--- config.mk ---
export PLATFORM = sky130hd
export DESIGN_NAME = psum_accumulator_flat
export DESIGN_NICKNAME = d
export VERILOG_FILES = /design/src/rtl/psum_accumulator_if.sv /design/src/rtl/psum_accumulator.sv /design/src/flat_wrapper.sv
export SDC_FILE = /design/constraint.sdc
export NUM_CORES = 2
export LEC_CHECK = 0
export BUFFER_PORTS_ARGS = -buffer_cell sky130_fd_sc_hd__buf_2
export CORE_ASPECT_RATIO = 0.7
export CORE_MARGIN = 4
export CORE_UTILIZATION = 55
export CTS_CLUSTER_SIZE = 8
export DETAILED_ROUTE_END_ITERATION = 16
export GPL_TIMING_DRIVEN = 0
export PLACE_DENSITY = 0.79
export SKIP_CTS_REPAIR_TIMING = 1
export SLEW_MARGIN = 10
export SYNTH_ARGS = -nofsm -noshare
export SYNTH_HDL_FRONTEND = slang
export SYNTH_SLANG_ARGS = --single-unit
--- constraint.sdc ---
create_clock -name clk -period 21 [get_ports clk]
set_input_delay 4.2 -clock clk [delete_from_list [all_inputs] [get_ports clk]]
set_output_delay 4.2 -clock clk [all_outputs]
set_load 0.1 [all_outputs]
--- src/rtl/psum_accumulator_if.sv ---
// rtl/psum_accumulator_if.sv - psum input beat and requantised output stream link
interface psum_accumulator_if #(
  parameter int DATA_WIDTH = 16,
  parameter int NUM_COL    = 7
);
  localparam int COL_W = (NUM_COL > 1) ? $clog2(NUM_COL) : 1;

  logic                                 in_valid;
  logic                                 in_ready;
  logic [NUM_COL-1:0][2*DATA_WIDTH-1:0] in_psum;
  logic                                 out_valid;
  logic                                 out_ready;
  logic signed [DATA_WIDTH-1:0]         out_data;
  logic [COL_W-1:0]                     out_col;
  logic                                 out_last;

  // Producer of psum beats and consumer of results (PE array / output buffer side)
  modport master (
    output in_valid, in_psum, out_ready,
    input  in_ready, out_valid, out_data, out_col, out_last
  );

  // Accumulator side
  modport slave (
    input  in_valid, in_psum, out_ready,
    output in_ready, out_valid, out_data, out_col, out_last
  );
endinterface

--- src/rtl/psum_accumulator.sv ---
// rtl/psum_accumulator.sv - multi-pass column psum accumulator with requantised drain
module psum_accumulator #(
  parameter int DATA_WIDTH = 16,
  parameter int NUM_COL    = 7,
  parameter int ACC_WIDTH  = 40
) (
  input  logic                clk,
  input  logic                rst,
  input  logic [7:0]          cfg_num_pass,
  input  logic [4:0]          cfg_shift,
  psum_accumulator_if.slave   bus,
  output logic                busy,
  output logic                overflow
);
  localparam int COL_W = (NUM_COL > 1) ? $clog2(NUM_COL) : 1;
  localparam logic [COL_W-1:0] LAST_COL = COL_W'(NUM_COL - 1);
  localparam logic signed [ACC_WIDTH-1:0] ACC_MAX = {1'b0, {(ACC_WIDTH-1){1'b1}}};
  localparam logic signed [ACC_WIDTH-1:0] ACC_MIN = {1'b1, {(ACC_WIDTH-1){1'b0}}};
  localparam logic signed [ACC_WIDTH-1:0] DW_MAX =
    {{(ACC_WIDTH-DATA_WIDTH+1){1'b0}}, {(DATA_WIDTH-1){1'b1}}};
  localparam logic signed [ACC_WIDTH-1:0] DW_MIN =
    {{(ACC_WIDTH-DATA_WIDTH+1){1'b1}}, {(DATA_WIDTH-1){1'b0}}};

  typedef enum logic [1:0] {IDLE, ACCUM, DRAIN} state_t;

  state_t                       state_q, state_d;
  logic signed [ACC_WIDTH-1:0]  acc_q   [NUM_COL];
  logic signed [ACC_WIDTH-1:0]  acc_add [NUM_COL];
  logic signed [ACC_WIDTH:0]    sum_w   [NUM_COL];
  logic [NUM_COL-1:0]           acc_sat;
  logic [7:0]                   npass_q, pass_cnt_q, npass_cfg;
  logic [4:0]                   shift_q;
  logic [COL_W-1:0]             col_q;
  logic                         in_ready_w, out_valid_w, accept, emit;
  logic signed [ACC_WIDTH-1:0]  acc_sel, shifted;

  // A pass count of zero would never drain, so it behaves as a single pass
  assign npass_cfg   = (cfg_num_pass == 8'd0) ? 8'd1 : cfg_num_pass;
  assign in_ready_w  = (state_q != DRAIN);
  assign out_valid_w = (state_q == DRAIN);
  assign accept      = bus.in_valid && in_ready_w;
  assign emit        = out_valid_w && bus.out_ready;

  assign bus.in_ready  = in_ready_w;
  assign bus.out_valid = out_valid_w;
  assign bus.out_col   = col_q;
  assign bus.out_last  = out_valid_w && (col_q == LAST_COL);
  assign busy          = (state_q != IDLE);

  // Per-column add with one guard bit; clamp to the accumulator range on signed overflow
  always_comb begin
    for (int c = 0; c < NUM_COL; c++) begin
      sum_w[c]   = (ACC_WIDTH+1)'(acc_q[c]) + (ACC_WIDTH+1)'(signed'(bus.in_psum[c]));
      acc_sat[c] = (sum_w[c][ACC_WIDTH] != sum_w[c][ACC_WIDTH-1]);
      acc_add[c] = acc_sat[c] ? (sum_w[c][ACC_WIDTH] ? ACC_MIN : ACC_MAX)
                              : sum_w[c][ACC_WIDTH-1:0];
    end
  end

  // Requantise the column being drained: floor shift, then clamp to the output word
  always_comb begin
    acc_sel      = acc_q[col_q];
    shifted      = acc_sel >>> shift_q;
    bus.out_data = '0;
    if (out_valid_w) begin
      if (shifted > DW_MAX)      bus.out_data = DW_MAX[DATA_WIDTH-1:0];
      else if (shifted < DW_MIN) bus.out_data = DW_MIN[DATA_WIDTH-1:0];
      else                       bus.out_data = shifted[DATA_WIDTH-1:0];
    end
  end

  // Next-state: collect npass beats, then drain every column once
  always_comb begin
    state_d = state_q;
    case (state_q)
      IDLE:    if (accept) state_d = (npass_cfg <= 8'd1) ? DRAIN : ACCUM;
      ACCUM:   if (accept && ({1'b0, pass_cnt_q} + 9'd1 == {1'b0, npass_q})) state_d = DRAIN;
      DRAIN:   if (emit && (col_q == LAST_COL)) state_d = IDLE;
      default: state_d = IDLE;
    endcase
  end

  // State register
  always_ff @(posedge clk or posedge rst) begin
    if (rst) state_q <= IDLE;
    else     state_q <= state_d;
  end

  // Accumulators, tile config capture, pass/column counters and sticky overflow
  always_ff @(posedge clk or posedge rst) begin
    if (rst) begin
      for (int c = 0; c < NUM_COL; c++) acc_q[c] <= '0;
      npass_q    <= 8'd0;
      pass_cnt_q <= 8'd0;
      shift_q    <= 5'd0;
      col_q      <= '0;
      overflow   <= 1'b0;
    end else begin
      case (state_q)
        IDLE: if (accept) begin
          for (int c = 0; c < NUM_COL; c++) acc_q[c] <= ACC_WIDTH'(signed'(bus.in_psum[c]));
          npass_q    <= npass_cfg;
          shift_q    <= cfg_shift;
          pass_cnt_q <= 8'd1;
          overflow   <= 1'b0;
        end
        ACCUM: if (accept) begin
          for (int c = 0; c < NUM_COL; c++) acc_q[c] <= acc_add[c];
          pass_cnt_q <= pass_cnt_q + 8'd1;
          overflow   <= overflow | (|acc_sat);
        end
        DRAIN: if (emit) begin
          col_q <= (col_q == LAST_COL) ? '0 : col_q + 1'b1;
        end
        default: ;
      endcase
    end
  end
endmodule

--- src/flat_wrapper.sv ---
// flat-port wrapper written by rule: the top's interface ports become plain ports
module psum_accumulator_flat 
#(
  parameter int DATA_WIDTH = 16,
  parameter int NUM_COL    = 7,
  parameter int ACC_WIDTH  = 40
)
  (clk, rst, cfg_num_pass, cfg_shift, busy, overflow, bus_in_valid, bus_in_psum, bus_out_ready, bus_in_ready, bus_out_valid, bus_out_data, bus_out_col, bus_out_last);
  psum_accumulator_if #(.DATA_WIDTH(DATA_WIDTH), .NUM_COL(NUM_COL)) bus_i ();
  input  logic clk;
  input  logic rst;
  input  logic [7:0] cfg_num_pass;
  input  logic [4:0] cfg_shift;
  output logic busy;
  output logic overflow;
  input wire logic [$bits(bus_i.in_valid)-1:0] bus_in_valid;
  input wire logic [$bits(bus_i.in_psum)-1:0] bus_in_psum;
  input wire logic [$bits(bus_i.out_ready)-1:0] bus_out_ready;
  output wire logic [$bits(bus_i.in_ready)-1:0] bus_in_ready;
  output wire logic [$bits(bus_i.out_valid)-1:0] bus_out_valid;
  output wire logic [$bits(bus_i.out_data)-1:0] bus_out_data;
  output wire logic [$bits(bus_i.out_col)-1:0] bus_out_col;
  output wire logic [$bits(bus_i.out_last)-1:0] bus_out_last;
  assign bus_i.in_valid = bus_in_valid;
  assign bus_i.in_psum = bus_in_psum;
  assign bus_i.out_ready = bus_out_ready;
  assign bus_in_ready = bus_i.in_ready;
  assign bus_out_valid = bus_i.out_valid;
  assign bus_out_data = bus_i.out_data;
  assign bus_out_col = bus_i.out_col;
  assign bus_out_last = bus_i.out_last;
  psum_accumulator #(.DATA_WIDTH(DATA_WIDTH), .NUM_COL(NUM_COL), .ACC_WIDTH(ACC_WIDTH)) u_core (.clk(clk), .rst(rst), .cfg_num_pass(cfg_num_pass), .cfg_shift(cfg_shift), .bus(bus_i), .busy(busy), .overflow(overflow));
endmodule
### After elaboration in Yosys (flattened, before gate mapping)

Cells that the tools add are included.
W data, S select, Z words.

| storage, ports and cells | value |
|---|---|
| flip-flop bits (word level) | 307 |
| bits of input ports | 241 |

| operators by class | value |
|---|---|
| add/sub/neg operators | 10 |
| order comparisons | 4 |
| equal/unequal tests | 16 |
| shift operators | 1 |
| muxes and demuxes | 36 |
| bitwise operators | 2 |
| reductions and logical operators | 14 |

Operators with widths:

| kind | count |
|---|---|
| $mux W40 | 16 |
| $mux W280 | 2 |
| $pmux W280 S2 | 1 |
| $add A40 B32 Y41 | 7 |
| $bmux W40 S3 | 1 |
| $mux W16 | 3 |
| $gt A40 B16 Y1 const B | 1 |
| $lt A40 B16 Y1 const B | 1 |
| $sshr A40 B5 Y40 | 1 |
| $mux W8 | 3 |
| $pmux W8 S2 | 1 |
| $add A8 B1 Y9 const B | 1 |
| $eq A9 B8 Y1 | 1 |
| $add A8 B1 Y8 const B | 1 |
| $le A8 B1 Y1 const B | 1 |
| $logic_not A8 Y1 | 1 |
| $mux W2 | 4 |
| $ne A1 B1 Y1 | 7 |
| $reduce_or A7 Y1 | 1 |
| $ne A2 B1 Y1 const B | 3 |
| $pmux W2 S3 | 1 |
| $reduce_and A3 Y1 | 2 |
| $logic_and A1 B1 Y1 | 5 |
| $ge A4 B4 Y1 const B | 1 |
| other kinds (13) | 17 |

### Depth between registers and ports, before layout

| logic depth | value |
|---|---|
| word-level depth | 9 |
| depth in mapped cells | 21 |
| depth with buffers taken out | 19 |

### Worst setup path before layout

No wires, ideal clock.

| timing path | value |
|---|---|
| path kind | register to output |
| start | register u_core.col_q[0] (netlist: u_core.bus.out_col[0]) |
| end | output bus_out_data[0] |
| arrival | 5571 ps |
| required time | 16800 ps |
| setup slack | 11229 ps |
| stages on the path, launching flop included | 15 |
| cell sequence | dfrtp_1 > buf_6 > nor2b_2 > buf_4 > buf_2 > a221oi_1 > a221o_1 > o21ai_1 > a311oi_1 > mux2_2 > mux2i_1 > nand2_1 > nor3_1 > a41oi_2 > o21ai_0 |

| between the ends | value |
|---|---|
| cells in the longest elaborated chain, start to end | 9 |
| elaborated cells on any way between the ends | 10 |
| classes of those cells | order compare: 2; shift: 1; mux: 6; bitwise: 1 |

Ends and longest elaborated chain:

| what | RTL line | source |
|---|---|---|
| start: declaration | psum_accumulator.sv:33 | `logic [COL_W-1:0] col_q;` |
| start signal: assignment | psum_accumulator.sv:113 | `col_q <= (col_q == LAST_COL) ? '0 : col_q + 1'b1;` |
| $not A3 Y4 (not written as such) * | psum_accumulator.sv:62 | `acc_sel = acc_q[col_q];` |
| $bmux W40 S3 * | psum_accumulator.sv:62 |  |
| $mux W40 (not written as such) * (2 in series) | psum_accumulator.sv:62 |  |
| $sshr A40 B5 Y40 * | psum_accumulator.sv:63 | `shifted = acc_sel >>> shift_q;` |
| $lt A40 B16 Y1 | psum_accumulator.sv:67 | `else if (shifted < DW_MIN) bus.out_data = DW_MIN[DATA_WIDTH-1:0];` |
| $mux W16 | psum_accumulator.sv:67 |  |
| $mux W16 * | psum_accumulator.sv:66 | `if (shifted > DW_MAX) bus.out_data = DW_MAX[DATA_WIDTH-1:0];` |
| $mux W16 * | psum_accumulator.sv:65 | `if (out_valid_w) begin` |
| end: declaration | flat_wrapper.sv:21 | `output wire logic [$bits(bus_i.out_data)-1:0] bus_out_data;` |

Mark *: on every way between the ends. The rest lies on a longest branch, timed or not. The select of a mux whose other input is x is not followed.

### Worst setup path in the final report

| timing path | value |
|---|---|
| start | register u_core.col_q[0] (netlist: u_core.bus.out_col[0]) |
| end | output bus_out_data[4] |

Same word-level chain as after synthesis.

==> metrics <==
Compound-Gate Fraction of Synth Area=0.314; FFs w/ async S/R, synth=1.00; Syn Nets=4578; Via-to-Cell Ratio=7.16; Crit. End Element=output port; drt drc=0; die width=301 um; Yosys reg bits=307; unrepaired setup endpoints after global routing=false; Final Skew=0.0241 ns; adder-cell share of the synthesized area=0.115; commonest cells after routing, fill and taps aside=o21ai_0 (444), nand2_1 (382), dfrtp_1 (307), ha_1 (293), a21oi_1 (288); CP required=16.80 ns; later-pin clock latency in the skew report=0.62 ns; RePlAce Congestion=1.07; period utilization=0.501; H-Tree Depth=2; row cnt=74; root buf cell=clkbuf_16; min Tclk post-route=10.53 ns; Synth-to-Final Area Change=11.1%; WL/cell=29.8 um; share of cells above drive strength 1=0.126; Initial Utilization=0.562; Routed Antenna Nets=0; Final Max Tran Viols=0; CP startpoint kind=flip-flop; peak fanout along the critical path=10; Worst Hold Class=reg -> reg; Bufs on Longest Clock Path=3; global-route wire length before repair=219000 um; core footprint=0.0589 mm^2; Post-Syn Area per Cell=8.19 um^2; Mapped Cells=4037; count of different cell masters after synthesis=106; # nets final=4894; Max-Cap Viols=2; Main synth FF type=dfrtp_1; outcome=finished, violations left; Final Hold Fails=0; setup_tns=0 ns; Port Buffers=264; vias in the first global route=32389; sequential area share after synthesis=0.232; vias=36997; top sig layer=met5; initial antenna violation count=5; EDFF count, synth=0; most common cell after layout, fill and taps aside=o21ai_0; Max Clk Rate=95.0 MHz; largest family of logic cells by synthesized area=compound AO/OA/AOI/OAI gates; multiplexer share of the synthesized area=0.0807; WL met3=26700 um; violated checks=capacitance limit; final setup violation count=0; Worst-path clk slew=0.05 ns; worst-margin pin slew=1.50 ns; YS warnings=0; Max-Slew Margin vs Limit=0.00313; Die H=213 um; I/O Pins=265; WS Path Type=reg -> out; Final HPWL DP=121000 um; first-pass iteration count of the detailed router=9; CTS tree=yes; total gr overflow=0; drt first-iter violations=5821; cts bufs inserted=44; CTS sink count=307; die area=0.0642 mm^2; routed wl met2=55600 um; Crit path arrival time=6.33 ns; post-synthesis simple-gate area fraction=0.154; GRT Util Overall=0.462; met1 WL=64800 um; largest net degree at the start of global routing=110; xor/xnor share of the synthesized area=0.0638; Syn Std Cell Area=0.0331 mm^2; Routed WL=154000 um
-- state kept, by name, indices dropped and copies added, names as in the netlist --
signal and count:
u_core.bus.out_col 3, u_core.overflow 1, u_core.shift_q 5, u_core.npass_q 8
u_core.state_q 2, u_core.pass_cnt_q 8, u_core.acc_q 280
-- path summary, 6_finish.rpt --
kind,start,slack (ns),end,depth (start not counted)
min in group asynchronous,rst,3.53,u_core.acc_q[84],2
worst max register to register,u_core.acc_q[161],14.08,u_core.acc_q[163],19
worst max-delay path,u_core.bus.out_col[0],10.47,bus_out_data[4],15
max in group asynchronous,rst,16.17,u_core.acc_q[268],4
worst min-delay path,u_core.npass_q[7],0.51,u_core.npass_q[7],2
worst min register to register,u_core.npass_q[7],0.51,u_core.npass_q[7],2
-- critical path, cell delays in order, from the launching register on --
cell	delay [ns]
dfrtp_1	0.38
buf_6	0.22
buf_4	0.29
buf_2	0.31
buf_2	0.43
buf_1	0.98
mux4_2	0.45
o21ai_0	0.78
mux2i_1	0.37
a21oi_1	0.48
nor2_1	0.10
nor3_1	0.24
a211oi_1	0.12
a21oi_1	0.14
o21ai_0	0.09
buf_2	0.32
-- cells in the mapped netlist, types with 26 or more instances --
cell type  number  share of area
nor2b_1        50         0.0095
o221a_2        26         0.0089
o31ai_1        27         0.0061
nand2b_1       64          0.012
ha_1          293           0.11
o211ai_1       53          0.012
clkbuf_1      164          0.019
o21a_1         38         0.0086
a221o_1        40          0.012
mux2_2         48          0.016
o21ai_0       444          0.067
mux2i_1       108          0.033
inv_1          97          0.011
a31oi_1        53          0.010
a21o_1        159          0.036
xor2_1        127          0.034
mux4_2         46          0.031
xnor2_1       114          0.030
nand3_1        79          0.012
nor2_1        277          0.031
a211oi_1       47          0.011
o22ai_1       101          0.019
dfrtp_1       307           0.23
nor3_1         56         0.0085
o21bai_1       29         0.0066
nand2_1       382          0.043
a22oi_1        83          0.019
and3_1         40         0.0076
a21oi_1       288          0.044
-- final cells by class --
| type | count | area [um^2] |
|---|---|---|
| fill | 5317 | 22100 |
| tap | 798 | 998 |
| sequential | 307 | 7680 |
| inverter | 101 | 387 |
| timing repair buffer | 270 | 1450 |
| buffer | 219 | 967 |
| multi-input combinational | 3410 | 24100 |
| antenna | 13 | 32.5 |
| clock buffer | 49 | 1150 |
| clock inverter | 1 | 20.0 |
-- per-layer routing --
layer / vias to the layer above / GRT usage
met5: - / 0.0179
met4: 6 / 0.168
met3: 400 / 0.189
met2: 2966 / 0.583
met1: 17740 / 0.691
li1: 15885 / -
-- through the flow --
step	worst slack (ns)	hold WS [ns]	std cells	cell area [um^2]	util
after CTS	10.94	0.508	5153	36700	0.623
final	10.47	0.511	5168	36700	0.624
after global routing	10.58	0.525	5157	36700	0.623
after detailed placement	10.80	0.490	5103	35500	0.603
after global placement	4.21	0.488	5099	35400	0.601
after floorplan	8.31	0.458	4037	33100	-
-- cell families (layout without fill, tap and decap cells) --
group / Yosys count / count (layout)
simple gates: 1084 / 1084
fa+ha+maj: 300 / 300
buf+inv: 320 / 640
mux: 203 / 203
other cells: 0 / 13
compound gates: 1582 / 1582
xor+xnor: 241 / 241
flops: 307 / 307
Power is left out: the tool's default activity adds up to more than one toggle a clock period on the data nets, which glitch-free logic cannot reach.
